--- config.mk ---
export PLATFORM = sky130hd
export DESIGN_NAME = ex_stage_flat
export DESIGN_NICKNAME = d
export VERILOG_FILES = /design/src/rtl/ex_stage_if.sv /design/src/rtl/ex_stage.sv /design/src/flat_wrapper.sv
export SDC_FILE = /design/constraint.sdc
export NUM_CORES = 1
export LEC_CHECK = 0
export ABC_AREA = 1
export CORE_MARGIN = 2
export CORE_UTILIZATION = 51
export DETAILED_ROUTE_END_ITERATION = 12
export HOLD_SLACK_MARGIN = 0.05
export PLACE_DENSITY = 0.77
export SYNTH_ARGS = -nofsm -noshare
export SYNTH_HDL_FRONTEND = slang
export SYNTH_SLANG_ARGS = --single-unit
--- constraint.sdc ---
create_clock -name clock -period 4.75 [get_ports clock]
set_input_delay 0.475 -clock clock [delete_from_list [all_inputs] [get_ports clock]]
set_output_delay 0.475 -clock clock [all_outputs]
set_load 0.01 [all_outputs]
--- src/rtl/ex_stage_if.sv ---
// Decode-to-execute bundle: operands and instruction in, ALU result, branch and MEM-stage registers out.
// Latency: none, wires only.
// Backpressure: the state field is the run/hold qualifier for every register behind this bundle.
interface ex_stage_if;
    logic        state;
    logic [15:0] ex_ir;
    logic [15:0] reg_A;
    logic [15:0] reg_B;
    logic [15:0] smdr;
    logic [15:0] ALUo;
    logic        jump;
    logic [15:0] mem_ir;
    logic [15:0] reg_C;
    logic [15:0] smdr1;
    logic        dw;
    logic        zf;
    logic        nf;
    logic        cf;

    // Decode side: drives instruction and operands, observes results.
    modport master (
        output state, ex_ir, reg_A, reg_B, smdr,
        input  ALUo, jump, mem_ir, reg_C, smdr1, dw, zf, nf, cf
    );

    // Execute side.
    modport slave (
        input  state, ex_ir, reg_A, reg_B, smdr,
        output ALUo, jump, mem_ir, reg_C, smdr1, dw, zf, nf, cf
    );
endinterface

--- src/rtl/ex_stage.sv ---
// Execute stage: 16-bit ALU, condition flags, branch/JMPR resolution and EX/MEM pipeline registers.
// Latency: ALUo and jump combinational, reg_C/mem_ir/smdr1/dw/flags one edge later.
// Backpressure: when state is not exec every register holds; combinational outputs keep tracking inputs.
module ex_stage (
    input  logic      clock,
    input  logic      reset,
    ex_stage_if.slave ex
);
    localparam logic EXEC = 1'b1;

    localparam logic [4:0] NOP  = 5'b00000, HALT = 5'b00001, LOAD = 5'b00010, STORE = 5'b00011;
    localparam logic [4:0] SLL  = 5'b00100, SLA  = 5'b00101, SRL  = 5'b00110, SRA   = 5'b00111;
    localparam logic [4:0] ADD  = 5'b01000, ADDI = 5'b01001, SUB  = 5'b01010, SUBI  = 5'b01011;
    localparam logic [4:0] CMP  = 5'b01100, AND  = 5'b01101, OR   = 5'b01110, XOR   = 5'b01111;
    localparam logic [4:0] LDIH = 5'b10000, ADDC = 5'b10001, SUBC = 5'b10010;
    localparam logic [4:0] JUMP = 5'b11000, JMPR = 5'b11001, BZ   = 5'b11010, BNZ   = 5'b11011;
    localparam logic [4:0] BN   = 5'b11100, BNN  = 5'b11101, BC   = 5'b11110, BNC   = 5'b11111;

    logic [4:0]         op;
    logic [3:0]         sh;
    logic [16:0]        sum;
    logic [15:0]        alu;
    logic [15:0]        sll_res;
    logic signed [15:0] sra_res;
    logic               upd_zn;
    logic               upd_c;

    assign op      = ex.ex_ir[15:11];
    assign sh      = ex.reg_B[3:0];
    assign sll_res = ex.reg_A << sh;
    assign sra_res = $signed(ex.reg_A) >>> sh;
    assign ex.ALUo = alu;

    // ALU: 17-bit sum so bit 16 carries the carry (add) or borrow (subtract).
    always_comb begin
        sum = 17'd0;
        alu = 16'd0;
        case (op)
            ADD, ADDI, LDIH, LOAD, STORE, JMPR, BZ, BNZ, BN, BNN, BC, BNC: begin
                sum = {1'b0, ex.reg_A} + {1'b0, ex.reg_B};
                alu = sum[15:0];
            end
            ADDC: begin
                sum = {1'b0, ex.reg_A} + {1'b0, ex.reg_B} + {16'd0, ex.cf};
                alu = sum[15:0];
            end
            SUB, SUBI, CMP: begin
                sum = {1'b0, ex.reg_A} - {1'b0, ex.reg_B};
                alu = sum[15:0];
            end
            SUBC: begin
                sum = {1'b0, ex.reg_A} - {1'b0, ex.reg_B} - {16'd0, ex.cf};
                alu = sum[15:0];
            end
            AND:     alu = ex.reg_A & ex.reg_B;
            OR:      alu = ex.reg_A | ex.reg_B;
            XOR:     alu = ex.reg_A ^ ex.reg_B;
            SLL:     alu = sll_res;
            SLA:     alu = {ex.reg_A[15], sll_res[14:0]};
            SRL:     alu = ex.reg_A >> sh;
            SRA:     alu = sra_res;
            default: alu = 16'd0;
        endcase
    end

    // Which opcodes write zero/negative and which additionally write carry.
    always_comb begin
        upd_zn = 1'b0;
        upd_c  = 1'b0;
        case (op)
            ADD, ADDI, ADDC, SUB, SUBI, SUBC, CMP: begin
                upd_zn = 1'b1;
                upd_c  = 1'b1;
            end
            AND, OR, XOR, SLL, SRL, SLA, SRA, LDIH: upd_zn = 1'b1;
            default: ;
        endcase
    end

    // Branch resolution from the flags as they stand before this edge; JUMP is handled upstream.
    always_comb begin
        case (op)
            JMPR:    ex.jump = 1'b1;
            BZ:      ex.jump = ex.zf;
            BNZ:     ex.jump = ~ex.zf;
            BN:      ex.jump = ex.nf;
            BNN:     ex.jump = ~ex.nf;
            BC:      ex.jump = ex.cf;
            BNC:     ex.jump = ~ex.cf;
            default: ex.jump = 1'b0;
        endcase
    end

    // EX/MEM pipeline registers.
    always_ff @(posedge clock or negedge reset) begin
        if (!reset) begin
            ex.mem_ir <= 16'd0;
            ex.reg_C  <= 16'd0;
            ex.smdr1  <= 16'd0;
            ex.dw     <= 1'b0;
        end else if (ex.state == EXEC) begin
            ex.mem_ir <= ex.ex_ir;
            ex.reg_C  <= alu;
            ex.smdr1  <= ex.smdr;
            ex.dw     <= (op == STORE);
        end
    end

    // Condition flags, written only by ALU-class opcodes.
    always_ff @(posedge clock or negedge reset) begin
        if (!reset) begin
            ex.zf <= 1'b0;
            ex.nf <= 1'b0;
            ex.cf <= 1'b0;
        end else if (ex.state == EXEC) begin
            if (upd_zn) begin
                ex.zf <= (alu == 16'd0);
                ex.nf <= alu[15];
            end
            if (upd_c) begin
                ex.cf <= sum[16];
            end
        end
    end
endmodule

--- src/flat_wrapper.sv ---
// flat-port wrapper written by rule: the top's interface ports become plain ports
module ex_stage_flat 
  (clock, reset, ex_state, ex_ex_ir, ex_reg_A, ex_reg_B, ex_smdr, ex_ALUo, ex_jump, ex_mem_ir, ex_reg_C, ex_smdr1, ex_dw, ex_zf, ex_nf, ex_cf);
  ex_stage_if ex_i ();
  input  logic clock;
  input  logic reset;
  input wire logic [$bits(ex_i.state)-1:0] ex_state;
  input wire logic [$bits(ex_i.ex_ir)-1:0] ex_ex_ir;
  input wire logic [$bits(ex_i.reg_A)-1:0] ex_reg_A;
  input wire logic [$bits(ex_i.reg_B)-1:0] ex_reg_B;
  input wire logic [$bits(ex_i.smdr)-1:0] ex_smdr;
  output wire logic [$bits(ex_i.ALUo)-1:0] ex_ALUo;
  output wire logic [$bits(ex_i.jump)-1:0] ex_jump;
  output wire logic [$bits(ex_i.mem_ir)-1:0] ex_mem_ir;
  output wire logic [$bits(ex_i.reg_C)-1:0] ex_reg_C;
  output wire logic [$bits(ex_i.smdr1)-1:0] ex_smdr1;
  output wire logic [$bits(ex_i.dw)-1:0] ex_dw;
  output wire logic [$bits(ex_i.zf)-1:0] ex_zf;
  output wire logic [$bits(ex_i.nf)-1:0] ex_nf;
  output wire logic [$bits(ex_i.cf)-1:0] ex_cf;
  assign ex_i.state = ex_state;
  assign ex_i.ex_ir = ex_ex_ir;
  assign ex_i.reg_A = ex_reg_A;
  assign ex_i.reg_B = ex_reg_B;
  assign ex_i.smdr = ex_smdr;
  assign ex_ALUo = ex_i.ALUo;
  assign ex_jump = ex_i.jump;
  assign ex_mem_ir = ex_i.mem_ir;
  assign ex_reg_C = ex_i.reg_C;
  assign ex_smdr1 = ex_i.smdr1;
  assign ex_dw = ex_i.dw;
  assign ex_zf = ex_i.zf;
  assign ex_nf = ex_i.nf;
  assign ex_cf = ex_i.cf;
  ex_stage u_core (.clock(clock), .reset(reset), .ex(ex_i));
endmodule
==> impl_summary.txt, run 1 <==
----------------------------------------------------
[Global routing]
  Antenna violations before repair ... 0
  All-Layer GR Usage ... 37.4%
  Via count of the first global-routing pass ... 9110
  First-pass GRT wire length ... 48300 microns
  Maximum number of pins on one net before global-route repair ... 53
  Overflow after GRT ... 0

[STA]
  Unrepaired setup endpoints after global routing ... no
  Final setup violation count ... 0
  Maximum achievable frequency ... 223 MHz
  Final critical-path share of the clock period ... 94.2%
  Worst Max-Slew Pin Slew ... 784 ps
  Min Clock Period, post-route ... 4480 ps
  Min Hold Slack ... 274 ps
  Final worst clock skew ... 5.23 ps
  Final Max Slew Viols ... 0
  Relative max-transition margin ... 47.5%
  Post-Route Setup TNS ... 0 ps
  Hold Fails Final Rpt ... 0

[Die]
  Width of the die ... 129 microns
  Core Region ... 15200 sq um
  I/O pins ... 136
  Die Y-Extent ... 129 microns
  Overall die area ... 16600 sq um
  Starting utilization of the core area ... 52.2%
  Count of standard-cell rows ... 45

[Route]
  Routed length on met3 ... 3060 microns
  Iteration-0 DRC count of the detailed router ... 1010
  Total number of vias ... 9839
  Top metal layer carrying routed signals ... met4
  Iteration count of the initial detailed-routing pass ... 5
  Routed len/inst ... 18.0 microns
  Met2 layer wire length in the routed design ... 13900 microns
  Total length of routed wires ... 31100 microns
  DRC violations left ... 0
  Drt via density ... 5.69
  Number of nets with antenna violations after routing ... 0
  Total routed wire length on the met1 layer ... 12900 microns

[Synth]
  Synthesized flop and latch total ... 52
  Fraction of the yosys area taken by sequential cells ... 16.4%
  Unique cell type count in the Yosys netlist ... 45
  Net count of the mapped netlist ... 1541
  Primary flip-flop cell chosen by synthesis mapping ... sky130_fd_sc_hd__dfrtp_1
  Mean area per synthesized cell ... 5.59 sq um
  Number of instances in the synthesized netlist ... 1419
  Cell area after technology mapping ... 7930 sq um
  Share of flip-flops with an asynchronous set or reset after synthesis ... 100%
  Post-synth EDFFs ... 0
  Yosys warns ... 0

[Critical path]
  CP required ... 4280 ps
  CP Max Fanout ... 20
  Setup CP Type ... input port to primary output
  Kind of capture point of the worst setup path ... primary output
  Startpoint kind of the worst setup timing path ... input port
  Data arrival, critical path ... 4000 ps

[Run status]
  Run status ... finished clean

[Cells and area]
  Most frequent cells in the layout ... 540 x sky130_fd_sc_hd__nand2_1, 208 x sky130_fd_sc_hd__nand3_1, 135 x sky130_fd_sc_hd__inv_1
  Net count reported at finish ... 1661
  Number of antenna diodes ... 0
  Post-Layout Cell Count ... 1728
  Post-synthesis to final-layout area growth ... 21.1%
  Share of layout cells above drive strength 1 ... 8.57%
  Final non-filler cell area ... 9600 sq um
  Leading cell type in the layout, fill and taps excluded ... sky130_fd_sc_hd__nand2_1

[Clocking]
  Clk Latency, worst-skew pair ... 300 ps
  Num Clock Sinks ... 52
  Post-CTS clock slew at the launch and capture registers of the worst setup and hold paths ... 80 ps
  Max H-tree Level ... 2
  Post-cts hold buffer count ... 0
  Root cell of the clock tree ... sky130_fd_sc_hd__clkbuf_16
  Clock tree from TritonCTS ... built
  CTS buffer count ... 5
  Clock buffer depth ... 2

[Power]
  Proportion of power drawn by combinational gates ... 55.1%
  Maximum VDD drop ... 0.195 mV
  LEAKAGE ... 5.01 nW
  Internal portion of total power ... 1.11 mW
  Net Sw Frac ... 45.4%
  Switching component of the power ... 920 uW
  Portion of total power attributed to sequential cells ... 25.9%
  Total power divided by cell area ... 211 nW/um^2
  Clock network fraction of total power ... 18.9%

[Placed design]
  Final RePlAce weighted congestion ... 1.04
  Count of port buffers added during placement ... 135
  Estimated wirelength of the detail-placed design ... 25900 microns
  Placed Instances ... 1720
  Cell area after placement ... 9440 sq um

[Worst hold path]
  Worst min path class ... input port to async pin

[Flow run]
  Reported max-cap violation count ... 0

----------------------------------------------------
==> cells by family after synthesis <==
kind of cell	count (synthesis)	synth area share [%]
simple gates	989	55.2
buf+inv	207	11.1
compound gates	116	8.50
fa+ha+maj	55	8.87
flops	52	16.4
==> cell usage after synthesis (all sizes together) (3+ instances only) <==
cell / number / area share (%)
a21oi: 31 / 2.4
a31oi: 6 / 0.47
and2: 7 / 0.55
buf: 29 / 2.5
clkbuf: 21 / 0.99
dfrtp: 52 / 16
ha: 53 / 8.4
inv: 155 / 7.4
nand2: 563 / 27
nand3: 222 / 15
nand3b: 3 / 0.28
nand4: 27 / 2.2
nor2: 154 / 8.7
nor3: 8 / 0.63
o211ai: 4 / 0.38
o21ai: 57 / 3.6
o21bai: 3 / 0.28
o22ai: 8 / 0.63
or2: 3 / 0.24
==> metrics by stage <==
stage	power (mW)	setup slack [ps]	utilization, %
global placement	1.62	293	62.1
CTS	2.01	177	63.1
detailed placement	1.63	190	62.1
global route	2.16	36.6	63.2
floorplan	1.17	1590	-
finish	2.03	274	63.2
==> worst paths after layout <==
kind,start,endpoint,slack (ps),cells past startpoint
min,reset,u_core.ex.mem_ir[3],270,2
max,ex_reg_B[0],ex_ALUo[12],270,20
min in group clock,u_core.ex.mem_ir[2],u_core.ex.mem_ir[2],470,2
max in group asynchronous,reset,u_core.ex.reg_C[12],4010,2
max reg2reg,u_core.ex.cf,u_core.ex.zf,2000,17
min reg2reg,u_core.ex.mem_ir[2],u_core.ex.mem_ir[2],470,2
==> power by group through the flow <==
stage               sequential (mW)  clock (mW)  combinational [mW]
finish                        0.526       0.384                1.12
global route                  0.532       0.406                1.22
CTS                           0.526       0.386                1.10
detailed placement            0.534           0                1.09
global placement              0.531           0                1.09
floorplan                     0.557           0               0.616
==> sequential cells by signal (all words and copies together), names as in the netlist <==
| register | count |
|---|---|
| u_core.ex.mem_ir | 16 |
| u_core.ex.reg_C | 16 |
| u_core.ex.smdr1 | 16 |
| u_core.ex.cf | 1 |
| u_core.ex.dw | 1 |
| u_core.ex.nf | 1 |
| u_core.ex.zf | 1 |
==> routing by layer <==
metal / vias up / GRT usage (%)
met4: 0 / 13.0
li1: 4783 / -
met5: - / 0
met3: 83 / 7.40
met1: 4442 / 49.4
met2: 531 / 61.0
==> layout make-up <==
cell class                 count  area (sq um)
multi-input combinational   1160          5760
fill                        1528          5600
timing repair buffer         163          1560
sequential                    52          1300
inverter                     157           597
tap                          188           235
clock buffer                   5           125
clock inverter                 3          26.3
==> worst max-delay path: stages <==
cell	delay, ps
sky130_fd_sc_hd__clkdlybuf4s50_1	480
sky130_fd_sc_hd__buf_4	260
sky130_fd_sc_hd__inv_4	150
sky130_fd_sc_hd__ha_1	390
sky130_fd_sc_hd__inv_1	110
sky130_fd_sc_hd__ha_1	180
sky130_fd_sc_hd__ha_1	170
sky130_fd_sc_hd__inv_1	60
sky130_fd_sc_hd__nor2_2	190
sky130_fd_sc_hd__nand3_1	150
sky130_fd_sc_hd__nor2_4	200
sky130_fd_sc_hd__nand2_1	90
sky130_fd_sc_hd__nor2_1	130
sky130_fd_sc_hd__nand3_1	80
sky130_fd_sc_hd__nand2_1	70
sky130_fd_sc_hd__nand3_1	80
sky130_fd_sc_hd__nand2_1	90
sky130_fd_sc_hd__nor2_2	50
sky130_fd_sc_hd__inv_1	50
sky130_fd_sc_hd__clkdlybuf4s50_1	520
==> what timing repair did <==
action / 4_1_cts / 5_1_grt
resized for setup: 0 / 2
buffers inserted: 0 / 0
endpoints found under the setup margin: 0 / 1
(Power assumes the default switching activity.)
==> run 2, diff against run 1 <==
Settings changed: CORE_MARGIN 2 to default.
==> impl_summary.txt, run 2 (same netlist as run 1, synthesis figures left out) <==
----------------------------------------------------
[Die]
  Count of standard-cell rows ... 45
  Width of the die ... 127 microns
  Core Region ... 15200 sq um
  Die Y-Extent ... 127 microns
  I/O pins ... 136
  Overall die area ... 16100 sq um
  Starting utilization of the core area ... 52.2%

[Clocking]
  Clock buffer depth ... 2
  Max H-tree Level ... 2
  Gates resized, CTS repair ... 0
  Post-CTS setup buffer count ... 0
  Post-CTS clock slew at the launch and capture registers of the worst setup and hold paths ... 70 ps
  Post-cts hold buffer count ... 0
  Num Clock Sinks ... 52
  Clk Latency, worst-skew pair ... 290 ps
  Root cell of the clock tree ... sky130_fd_sc_hd__clkbuf_16
  Clock tree from TritonCTS ... built
  CTS buffer count ... 5

[Critical path]
  Startpoint of the most critical register-to-register path ... u_core.ex.cf
  Kind of capture point of the worst setup path ... primary output
  Startpoint of the worst setup timing path ... ex_reg_B[0]
  Top Family by Delay on Critical Path ... buffers and inverters
  CP required ... 4280 ps
  CP Max Fanout ... 19
  Critical path's largest stage delay ... 500 ps
  Data arrival, critical path ... 3990 ps
  Setup CP Type ... input port to primary output
  Critical Path, Cell by Cell ... clkdlybuf4s50_1 -> buf_4 -> inv_4 -> ha_1 -> inv_1 -> ha_1 -> ha_1 -> inv_1 -> nor2_1 -> nand3_1 -> nor2_2 -> nand2_1 -> nor2_1 -> nand4_1 -> nand3_1 -> nand2_1 -> nor2_2 -> inv_1 -> clkdlybuf4s50_1
  Critical-path top delay cell ... sky130_fd_sc_hd__clkdlybuf4s50_1
  Critical path buffer and inverter count ... 7
  Startpoint kind of the worst setup timing path ... input port

[Route]
  Routed len/inst ... 17.5 microns
  Iteration-0 DRC count of the detailed router ... 1167
  Number of nets with antenna violations after routing ... 0
  DRC violations left ... 0
  Drt via density ... 5.67
  Iteration count of the initial detailed-routing pass ... 7
  Total number of vias ... 9799
  Total length of routed wires ... 30300 microns

[Global routing]
  Maximum number of pins on one net before global-route repair ... 53
  All-Layer GR Usage ... 37.7%
  First-pass GRT wire length ... 46900 microns
  Via count of the first global-routing pass ... 8717
  Antenna violations before repair ... 0
  Overflow after GRT ... 0

[STA]
  Min Clock Period, post-route ... 4470 ps
  Post-Route Setup TNS ... 0 ps
  Min Hold Slack ... 281 ps
  Hold Fails Final Rpt ... 0
  Worst Max-Slew Pin Slew ... 653 ps
  Relative max-transition margin ... 56.2%
  Final Max Slew Viols ... 0
  Final critical-path setup slack ... 283 ps
  Final critical-path share of the clock period ... 94.0%
  Unrepaired setup endpoints after global routing ... no
  Final worst clock skew ... 11.0 ps
  Final setup violation count ... 0
  Maximum achievable frequency ... 224 MHz

[Power]
  Maximum VDD drop ... 0.154 mV
  LEAKAGE ... 5.02 nW
  Internal portion of total power ... 1.16 mW
  Clock network fraction of total power ... 20.1%
  Final Power ... 2.04 mW
  Switching component of the power ... 883 uW
  Total power divided by cell area ... 212 nW/um^2
  Proportion of power drawn by combinational gates ... 54.1%
  Portion of total power attributed to sequential cells ... 25.7%
  Net Sw Frac ... 43.3%

[Cells and area]
  Post-Layout Cell Count ... 1727
  Final non-filler cell area ... 9600 sq um
  Leading cell type in the layout, fill and taps excluded ... sky130_fd_sc_hd__nand2_1
  Registers with the highest flip-flop counts ... u_core.ex.mem_ir: 16 flops, u_core.ex.reg_C: 16 flops, u_core.ex.smdr1: 16 flops
  Number of antenna diodes ... 0
  Net count reported at finish ... 1660
  Final standard cell utilization of the core ... 63.2%
  Share of layout cells above drive strength 1 ... 8.38%
  Post-synthesis to final-layout area growth ... 21.1%
  Most frequent cells in the layout ... 540 x sky130_fd_sc_hd__nand2_1, 208 x sky130_fd_sc_hd__nand3_1, 135 x sky130_fd_sc_hd__inv_1

[Placed design]
  Count of port buffers added during placement ... 135
  Final RePlAce weighted congestion ... 1.05
  Placed Instances ... 1719
  Setup WS pre-CTS ... 323 ps
  Cell area after placement ... 9440 sq um
  Estimated wirelength of the detail-placed design ... 25300 microns

[Flow run]
  Reported max-cap violation count ... 0

[Worst hold path]
  Worst min path class ... input port to async pin

[Run status]
  Run status ... finished clean

----------------------------------------------------
-- run 2: power by group through the flow --
| stage | Clock, mW | Combinational (mW) | Sequential, mW |
|---|---|---|---|
| after floorplan | 0 | 0.616 | 0.557 |
| after global placement | 0 | 1.07 | 0.530 |
| after detailed placement | 0 | 1.08 | 0.532 |
| after CTS | 0.415 | 1.08 | 0.525 |
| after global routing | 0.434 | 1.21 | 0.530 |
| final | 0.410 | 1.10 | 0.525 |
-- run 2: routing by layer --
layer  share of wire [%]  GRT usage [%]  vias up
li1                    -              -     4786
met1                  41           49.6     4439
met2                  45           62.4      503
met3                 9.5           5.99       71
met4                 3.8           13.9        0
met5                   0              0        -
-- run 2: worst reg2reg max path: cells and delay by family, from the launching register on --
family | cells | cell delay (ps)
AO/OA/AOI/OAI | 1 | 80
adder cells (fa/ha/maj) | 2 | 390
buffers and inverters | 1 | 50
flip-flops | 1 | 480
AND/OR/NAND/NOR | 13 | 1620
-- run 2: layout make-up --
cell class	instances	area, sq um
Clock inverter	2	38.8
Multi-Input combinational cell	1160	5750
Clock buffer	6	129
Tap cell	188	235
Sequential cell	52	1300
Fill cell	1516	5600
Timing Repair Buffer	162	1550
Inverter	157	597
-- run 2: final timing paths --
| check | to | slack, ps | cells after the start |
|---|---|---|---|
| worst max-delay path | ex_ALUo[12] | 280 | 19 |
| worst min-delay path | u_core.ex.mem_ir[10] | 280 | 2 |
| worst max register to register | u_core.ex.zf | 2060 | 17 |
| worst min register to register | u_core.ex.mem_ir[5] | 470 | 2 |
| max in group asynchronous | u_core.ex.reg_C[14] | 4000 | 2 |
| min in group clock | u_core.ex.mem_ir[5] | 470 | 2 |
